--- config.mk ---
export PLATFORM = sky130hd
export DESIGN_NAME = stream_width_upsizer_flat
export DESIGN_NICKNAME = d
export VERILOG_FILES = /design/src/rtl/stream_width_upsizer_if.sv /design/src/rtl/stream_width_upsizer.sv /design/src/flat_wrapper.sv
export SDC_FILE = /design/constraint.sdc
export NUM_CORES = 1
export LEC_CHECK = 0
export ABC_CLOCK_PERIOD_IN_PS = 2700
export BUFFER_PORTS_ARGS = -buffer_cell sky130_fd_sc_hd__buf_2
export CELL_PAD_IN_SITES_DETAIL_PLACEMENT = 1
export CELL_PAD_IN_SITES_GLOBAL_PLACEMENT = 2
export CORE_MARGIN = 3
export CORE_UTILIZATION = 35
export CTS_BUF_LIST = sky130_fd_sc_hd__clkbuf_8
export DETAILED_ROUTE_END_ITERATION = 16
export PLACE_DENSITY_LB_ADDON = 0.1
export RECOVER_POWER = 50
export SLEW_MARGIN = 10
export SYNTH_ARGS = -nofsm -noshare
export SYNTH_HDL_FRONTEND = slang
export SYNTH_SLANG_ARGS = --single-unit
--- constraint.sdc ---
create_clock -name clk_i -period 2.7 [get_ports clk_i]
set_clock_uncertainty 0.05 [all_clocks]
set_input_delay 0.675 -clock clk_i [delete_from_list [all_inputs] [get_ports clk_i]]
set_output_delay 0.675 -clock clk_i [all_outputs]
set_load 0.01 [all_outputs]
--- src/rtl/stream_width_upsizer_if.sv ---
// Handshake bundle for the narrow-to-wide stream packer.
// The slave view is the packer itself; the master view is the surrounding
// logic that feeds narrow beats and accepts wide words.
interface stream_width_upsizer_if #(
  parameter int DW    = 8,
  parameter int RATIO = 4
);
  logic                  valid_i;
  logic                  ready_o;
  logic [DW-1:0]         data_i;
  logic                  last_i;
  logic                  valid_o;
  logic                  ready_i;
  logic [DW*RATIO-1:0]   data_o;
  logic [RATIO-1:0]      keep_o;
  logic                  last_o;

  modport slave (
    input  valid_i, data_i, last_i, ready_i,
    output ready_o, valid_o, data_o, keep_o, last_o
  );

  modport master (
    output valid_i, data_i, last_i, ready_i,
    input  ready_o, valid_o, data_o, keep_o, last_o
  );
endinterface

--- src/rtl/stream_width_upsizer.sv ---
// Packs RATIO narrow beats of DW bits into one wide word. A beat flagged
// last closes the word early; unused upper lanes are zeroed and masked off
// by keep_o. Input ready is a single gate off the output register state so
// the upstream sees full throughput whenever the downstream is draining.
module stream_width_upsizer #(
  parameter int DW    = 8,
  parameter int RATIO = 4,
  parameter int CW    = $clog2(RATIO)
) (
  input  logic                  clk_i,
  input  logic                  rst_ni,
  input  logic                  clear_i,
  stream_width_upsizer_if.slave bus
);

  // Partial word being gathered and the lane the next beat goes into.
  logic [RATIO-1:0][DW-1:0] acc_q, acc_d;
  logic [CW-1:0]            idx_q, idx_d;

  // Output register; holds its contents stable until the word is taken.
  logic [RATIO-1:0][DW-1:0] data_q, data_d;
  logic [RATIO-1:0]         keep_q, keep_d;
  logic                     last_q, last_d;
  logic                     valid_q, valid_d;

  logic                     ready;
  logic                     in_fire;
  logic                     out_fire;
  logic                     at_top;
  logic                     complete;
  logic [RATIO-1:0][DW-1:0] merged;
  logic [RATIO-1:0]         keep_new;

  // A slot opens whenever the output register is empty or draining this cycle.
  assign ready    = !valid_q || bus.ready_i;
  assign in_fire  = bus.valid_i && ready;
  assign out_fire = valid_q && bus.ready_i;
  assign at_top   = (idx_q == CW'(RATIO - 1));
  assign complete = in_fire && (at_top || bus.last_i);

  // Build the word the completing beat produces: lanes below idx from the
  // accumulator, lane idx from the incoming beat, everything above zeroed.
  always_comb begin
    merged   = '0;
    keep_new = '0;
    for (int k = 0; k < RATIO; k++) begin
      if (k < int'(idx_q)) begin
        merged[k] = acc_q[k];
      end else if (k == int'(idx_q)) begin
        merged[k] = bus.data_i;
      end else begin
        merged[k] = '0;
      end
      keep_new[k] = (k <= int'(idx_q));
    end
  end

  // Accumulator next state: store mid-word beats, restart after a completion.
  always_comb begin
    acc_d = acc_q;
    idx_d = idx_q;
    if (in_fire) begin
      if (complete) begin
        acc_d = '0;
        idx_d = '0;
      end else begin
        acc_d[idx_q] = bus.data_i;
        idx_d        = idx_q + CW'(1);
      end
    end
  end

  // Output register next state: a completing beat wins over a plain drain,
  // which is what keeps back-to-back words at full rate.
  always_comb begin
    data_d  = data_q;
    keep_d  = keep_q;
    last_d  = last_q;
    valid_d = valid_q;
    if (complete) begin
      data_d  = merged;
      keep_d  = keep_new;
      last_d  = bus.last_i;
      valid_d = 1'b1;
    end else if (out_fire) begin
      valid_d = 1'b0;
    end
  end

  // State registers; clear_i overrides any handshake in the same cycle.
  always_ff @(posedge clk_i or negedge rst_ni) begin
    if (!rst_ni) begin
      acc_q   <= '0;
      idx_q   <= '0;
      data_q  <= '0;
      keep_q  <= '0;
      last_q  <= 1'b0;
      valid_q <= 1'b0;
    end else if (clear_i) begin
      acc_q   <= '0;
      idx_q   <= '0;
      data_q  <= '0;
      keep_q  <= '0;
      last_q  <= 1'b0;
      valid_q <= 1'b0;
    end else begin
      acc_q   <= acc_d;
      idx_q   <= idx_d;
      data_q  <= data_d;
      keep_q  <= keep_d;
      last_q  <= last_d;
      valid_q <= valid_d;
    end
  end

  assign bus.ready_o = ready;
  assign bus.valid_o = valid_q;
  assign bus.data_o  = data_q;
  assign bus.keep_o  = keep_q;
  assign bus.last_o  = last_q;

endmodule

--- src/flat_wrapper.sv ---
// flat-port wrapper written by rule: the top's interface ports become plain ports
module stream_width_upsizer_flat 
#(
  parameter int DW    = 8,
  parameter int RATIO = 4,
  parameter int CW    = $clog2(RATIO)
)
  (clk_i, rst_ni, clear_i, bus_valid_i, bus_data_i, bus_last_i, bus_ready_i, bus_ready_o, bus_valid_o, bus_data_o, bus_keep_o, bus_last_o);
  stream_width_upsizer_if #(.DW(DW), .RATIO(RATIO)) bus_i ();
  input  logic clk_i;
  input  logic rst_ni;
  input  logic clear_i;
  input wire logic [$bits(bus_i.valid_i)-1:0] bus_valid_i;
  input wire logic [$bits(bus_i.data_i)-1:0] bus_data_i;
  input wire logic [$bits(bus_i.last_i)-1:0] bus_last_i;
  input wire logic [$bits(bus_i.ready_i)-1:0] bus_ready_i;
  output wire logic [$bits(bus_i.ready_o)-1:0] bus_ready_o;
  output wire logic [$bits(bus_i.valid_o)-1:0] bus_valid_o;
  output wire logic [$bits(bus_i.data_o)-1:0] bus_data_o;
  output wire logic [$bits(bus_i.keep_o)-1:0] bus_keep_o;
  output wire logic [$bits(bus_i.last_o)-1:0] bus_last_o;
  assign bus_i.valid_i = bus_valid_i;
  assign bus_i.data_i = bus_data_i;
  assign bus_i.last_i = bus_last_i;
  assign bus_i.ready_i = bus_ready_i;
  assign bus_ready_o = bus_i.ready_o;
  assign bus_valid_o = bus_i.valid_o;
  assign bus_data_o = bus_i.data_o;
  assign bus_keep_o = bus_i.keep_o;
  assign bus_last_o = bus_i.last_o;
  stream_width_upsizer #(.DW(DW), .RATIO(RATIO), .CW(CW)) u_core (.clk_i(clk_i), .rst_ni(rst_ni), .clear_i(clear_i), .bus(bus_i));
endmodule
## Word level (Yosys, flattened, before mapping)

Cells that the tools add are included.

| word-level totals | value |
|---|---|
| word-level logic and storage cells | 61 |
| memories kept | 0 |
| bits in latches | 0 |
| flip-flop bits (word level) | 72 |
| ROM bits | 0 |
| RAM bits | 0 |

| cells by class | value |
|---|---|
| add/subtract/negate cells | 1 |
| shift-type cells | 0 |
| mux-type cells | 25 |
| divide/modulo/power cells | 0 |
| reduce and logical (&&, ||, !) cells | 11 |
| $lt $le $gt $ge | 8 |
| multipliers | 0 |
| bitwise logic cells | 0 |
| eq/ne operators | 4 |

Operators with widths:

| operator | count |
|---|---|
| two-way mux 32 bit | 5 |
| two-way mux 8 bit | 8 |
| bitwise mux 32 bit | 1 |
| demux 8 bit (select 2 bit) | 1 |
| two-way mux 4 bit | 2 |
| two-way mux 2 bit | 3 |
| two-way mux 1 bit | 5 |
| equality test 2 bit, first input constant | 2 |
| <= comparator 2 bit, first input constant | 2 |
| logical AND 1 bit | 4 |
| less-than comparator 1 x 2 -> 1 bit, first input constant | 2 |
| nonzero test 2 bit | 2 |
| less-than comparator 2 x 3 -> 1 bit, second input constant | 1 |
| nonzero test 3 bit | 1 |
| adder 2 x 1 -> 2 bit, second input constant | 1 |
| equality test 1 x 2 -> 1 bit, first input constant | 1 |
| equality test 2 bit, second input constant | 1 |
| >= comparator 2 x 1 -> 1 bit, second input constant | 1 |
| <= comparator 1 x 2 -> 1 bit, first input constant | 1 |
| logical NOT 2 bit | 1 |
| logical OR 1 bit | 2 |
| less-than comparator 2 bit, first input constant | 1 |
| logical NOT 1 bit | 1 |

## Longest topological paths before layout

| logic depth | value |
|---|---|
| word-level depth | 8 |
| depth in mapped cells | 8 |
| depth with buffers taken out | 5 |

## Least setup slack after synthesis

No wires, ideal clock.

| timing path | value |
|---|---|
| path kind | register -> register |
| start point | reg u_core.idx_q[1] |
| end point | reg u_core.acc_q[10] in the netlist's numbering |
| path slack | 0.721 ns |
| stages on the path, launching flop included | 9 |
| path buffers | 3 |
| setup time | 0.146 ns |
| arrival | 1.783 ns |
| clock period less this slack | 1.979 ns |
| cells stage by stage | dfrtp_1 -> clkbuf_1 -> clkbuf_1 -> inv_1 -> ha_1 -> buf_2 -> nor3_1 -> nor3_1 -> o32ai_1 |

| between the ends | value |
|---|---|
| longest elaborated chain between the ends | 8 |

Ends and longest elaborated chain:

| item | RTL line | source |
|---|---|---|
| start: declaration | stream_width_upsizer.sv:18 | `logic [CW-1:0] idx_q, idx_d;` |
| start signal: assignment | stream_width_upsizer.sv:108 | `idx_q <= idx_d;` |
| less-than comparator 2 x 3 -> 1 bit (implied by the code) / >= comparator 2 x 1 -> 1 bit (equally long branches) | stream_width_upsizer.sv:67 | `acc_d[idx_q] = bus.data_i;` |
| logical AND 1 bit (implied by the code) | stream_width_upsizer.sv:67 |  |
| two-way mux 8 bit (implied by the code) | stream_width_upsizer.sv:67 |  |
| demux 8 bit (select 2 bit) | - |  |
| bitwise mux 32 bit | stream_width_upsizer.sv:67 |  |
| two-way mux 32 bit * | stream_width_upsizer.sv:63 | `if (complete) begin` |
| two-way mux 32 bit * | stream_width_upsizer.sv:62 | `if (in_fire) begin` |
| two-way mux 32 bit * | stream_width_upsizer.sv:99 | `end else if (clear_i) begin` |
| end signal: assignment | stream_width_upsizer.sv:93 | `acc_q <= '0;` |
| end signal: assignment | stream_width_upsizer.sv:100 | `acc_q <= '0;` |
| end signal: assignment | stream_width_upsizer.sv:107 | `acc_q <= acc_d;` |
| end: declaration | stream_width_upsizer.sv:17 | `logic [RATIO-1:0][DW-1:0] acc_q, acc_d;` |

Mark *: on every way between the ends. The rest lies on a longest branch, timed or not. The select of a mux whose other input is x is not followed.
A chain may end at the register's enable or synchronous reset.

## Worst setup path after layout

| timing path | value |
|---|---|
| start point | in bus_ready_i |
| end point | out bus_ready_o |

| between the ends | value |
|---|---|
| longest elaborated chain between the ends | 1 |

Ends and longest elaborated chain:

| item | RTL line | source |
|---|---|---|
| start: declaration | flat_wrapper.sv:16 | `input wire logic [$bits(bus_i.ready_i)-1:0] bus_ready_i;` |
| logical OR 1 bit | stream_width_upsizer.sv:35 | `assign ready = !valid_q \|\| bus.ready_i;` |
| end: declaration | flat_wrapper.sv:17 | `output wire logic [$bits(bus_i.ready_o)-1:0] bus_ready_o;` |

Every way passes these cells.

==> results by group <==
Run status
  – Status: completed

Floorplanning
  – Chip width: between 90 and 100 um
  – Die ar.: 9780 um2
  – I/O pin cnt: 53
  – Die H: just under 100 um
  – Starting density of the core: between 30 and 40%
  – Core ar.: 8300 um2
  – Site Rows: 33

Routing
  – Total detailed-routing wirelength: just under 8000 um
  – Via-per-instance ratio: a little over 5
  – Number of design-rule violations left by the first detailed-router iteration: 100
  – Number of nets still failing antenna checks after routing: 0
  – Routed length per instance: between 15 and 20 um
  – Number of remaining DRC errors: 0
  – First-pass iteration count of the detailed router: 4
  – Total vias in the final route: ~2,200

Clock tree
  – Worst skew pair latency: 0.33 ns
  – Clock slew seen by the registers of the worst setup and hold paths: roughly 0.070 ns
  – Clock buffer depth: 2
  – CTS tree: yes
  – Setup Buffers After CTS: 0
  – Clock sink count: 64
  – Number of gates resized after cts: 0
  – Cell at the root of the clock tree: clkbuf_8
  – Hold_buf cts: 0
  – Number of CTS-inserted buffers: 9
  – H-tree depth reported by CTS: 3

Cells and area
  – Layout area overhead: 18.3%
  – Total number of nets in the final design: 338
  – Layout cell share with drive strength beyond 1: 22.9%
  – Diodes inserted: 0

Logic synthesis
  – Syn nets: about 280
  – Number of unique standard cell types used by synthesis: 34
  – Largest family of logic cells by synthesized area: compound AO/OA/AOI/OAI gates
  – Register area share after synthesis: approximately 53%
  – Simple-gate share of the synthesized area: a little over a tenth
  – XOR/XNOR share of the synthesized area: 0%
  – Gate count after technology mapping: 264
  – Cell area after synthesis: ~3000 um2
  – Multiplexer fraction of the synthesized cell area: 2.65%
  – Number of flops mapped to enable cells by yosys: 0
  – Complex-gate fraction of the synthesized area: approximately a quarter
  – Total number of yosys warnings: 0
  – Most used flip-flop cell after synthesis: dfrtp_1
  – Post-synthesis register bit count: 64
  – Average footprint of a synthesized cell: 11.4 um2
  – Fraction of registers with async set or reset after synthesis: 100%
  – Post-synthesis adder-cell area fraction: around 2.1%

Timing
  – Final period utilization: between 70% and 80%
  – Final hold violation count: 0
  – Max Clk Rate: about 470 MHz
  – Min Clock Period, post-route: around 2.1 ns
  – Setup repair after global routing missed its margin: false
  – Setup tns final: 0 ns
  – Total setup violations reported at the end of the flow: 0
  – Worst-case headroom to the max-slew limit: 24.8%
  – Transition time at the pin with the least slew margin: ~1.1 ns
  – Final Max Tran Viols: 0

Worst setup path
  – Setup crit end kind: primary output
  – Data arrival time of the critical path: 1.41 ns
  – Critical Path Source Type: primary input
  – Data required, critical path: about 2 ns
  – Worst-path fanout max: 10
  – Crit Path Category: in -> out

Pwr
  – Pwr dens: 594 nW/um2
  – Leakage power total: between 1.5 and 2 nW
  – Total power after layout: around 2.1 mW
  – Worst supply voltage drop on vdd: 0.216 mV

GRT
  – Global-route wire length before repair: 13,100 um
  – Pin count of the biggest net entering global routing: 45
  – Via count of the first global-routing pass: 2,374
  – All-layer global routing usage: about 17%
  – Total gr overflow: 0
  – Number of antenna violations at the first check in global routing: 0

Placed design
  – Post-DP HPWL: 5420 um
  – Global placement routability congestion: 0.758
  – Port-buffer cells: 52

Run
  – Count of max-cap constraint violations: 0

Hold path
  – Path category of the worst min-delay check: reg -> reg
## through the flow
step	setup slack [ns]	hold WS [ns]	utilization (%)	cell area (um2)	instances
after floorplan	0.721	0.329	-	3020	264
after global placement	0.577	0.406	40.7	3380	413
after detailed placement	0.516	0.414	40.7	3380	413
after CTS	0.556	0.238	43.4	3600	428
after global routing	0.441	0.459	43.1	3580	428
final	0.561	0.423	43.1	3580	428
## Yosys cell counts (2+ instances only)
library cell	number	area [um2]
nand4_1	6	37.5
o2bb2ai_1	2	17.5
a21oi_1	2	10.0
nor3_1	6	30.0
o21ai_0	16	80.1
nand2b_1	10	62.6
buf_2	3	15.0
a22o_1	24	210
o2bb2ai_2	9	135
clkbuf_1	7	26.3
dfrtp_1	64	1600
a22oi_1	2	15.0
ha_1	5	62.6
mux2i_1	8	80.1
inv_1	26	97.6
buf_6	6	67.6
o32ai_1	24	210
nand2_1	28	105
## critical path: stages
cell	delay [ns]
buf_2	0.11
nor2b_4	0.28
inv_2	0.17
buf_2	0.17
## area by class of cell
class	instances	area [um2]
flip-flops and latches	64	1600
multi-input cells	154	1190
repair buffers	62	324
fillers	925	4720
clock buffers	11	151
well taps	105	131
inverters	28	110
clock inverters	4	68.8
## state kept, by name (all words and copies together), names as in the netlist
register,cells
u_core.bus.data_o,32
u_core.acc_q,24
u_core.bus.keep_o,4
u_core.idx_q,2
u_core.bus.last_o,1
u_core.bus.valid_o,1
## report_power, final
group / internal (mW) / switching, mW
clock: 0.561 / 0.372
sequential: 0.977 / 0.0118
combinational: 0.0655 / 0.138
total: 1.60 / 0.521
## kinds of logic after synthesis
group,Yosys count
DFF,64
adders and majority gates,5
buffers and inverters,46
AOI/OAI and AO/OA,83
and+or+nand+nor,58
muxes,8
## per-layer routing
metal	global-route usage, %	part of all wire [%]	wire [um]	vias up
met4	5.99	1.3	99	0
met3	2.90	4.0	313	9
li1	-	-	-	1081
met1	25.7	52	4030	1079
met2	25.3	43	3350	47
met5	0	0	0	-
## placed cells by master, fill, tap and decap left out
cell type / n
a21o_1: 1
a21oi_1: 2
a22o_1: 24
a22oi_1: 2
a31oi_1: 1
a31oi_4: 1
buf_12: 1
buf_2: 33
buf_4: 9
bufinv_16: 2
clkbuf_1: 19
clkbuf_8: 11
clkinv_2: 1
dfrtp_1: 64
ha_1: 5
inv_1: 27
inv_2: 1
inv_6: 1
mux2i_1: 8
nand2_1: 28
nand2b_1: 10
nand4_1: 6
nor2_1: 1
nor2_2: 1
nor2b_1: 1
nor2b_4: 1
nor3_1: 6
nor4_4: 1
nor4b_4: 1
o21ai_0: 16
o21ai_1: 1
o2bb2ai_1: 2
o2bb2ai_2: 9
o32ai_1: 24
or2_0: 1
or4_4: 1
## path summary, 6_finish.rpt
kind | slack [ns] | cells after the start | to | start
worst max-delay path | 0.56 | 4 | bus_ready_o | bus_ready_i
worst min-delay path | 0.42 | 1 | u_core.bus.keep_o[3] | u_core.bus.keep_o[3]
worst max register to register | 0.69 | 6 | u_core.acc_q[4] | u_core.idx_q[1]
worst min register to register | 0.42 | 1 | u_core.bus.keep_o[3] | u_core.bus.keep_o[3]
max in group asynchronous | 1.31 | 2 | u_core.bus.data_o[7] | rst_ni
min in group asynchronous | 0.48 | 1 | u_core.bus.keep_o[3] | rst_ni
(Power assumes the default switching activity.)
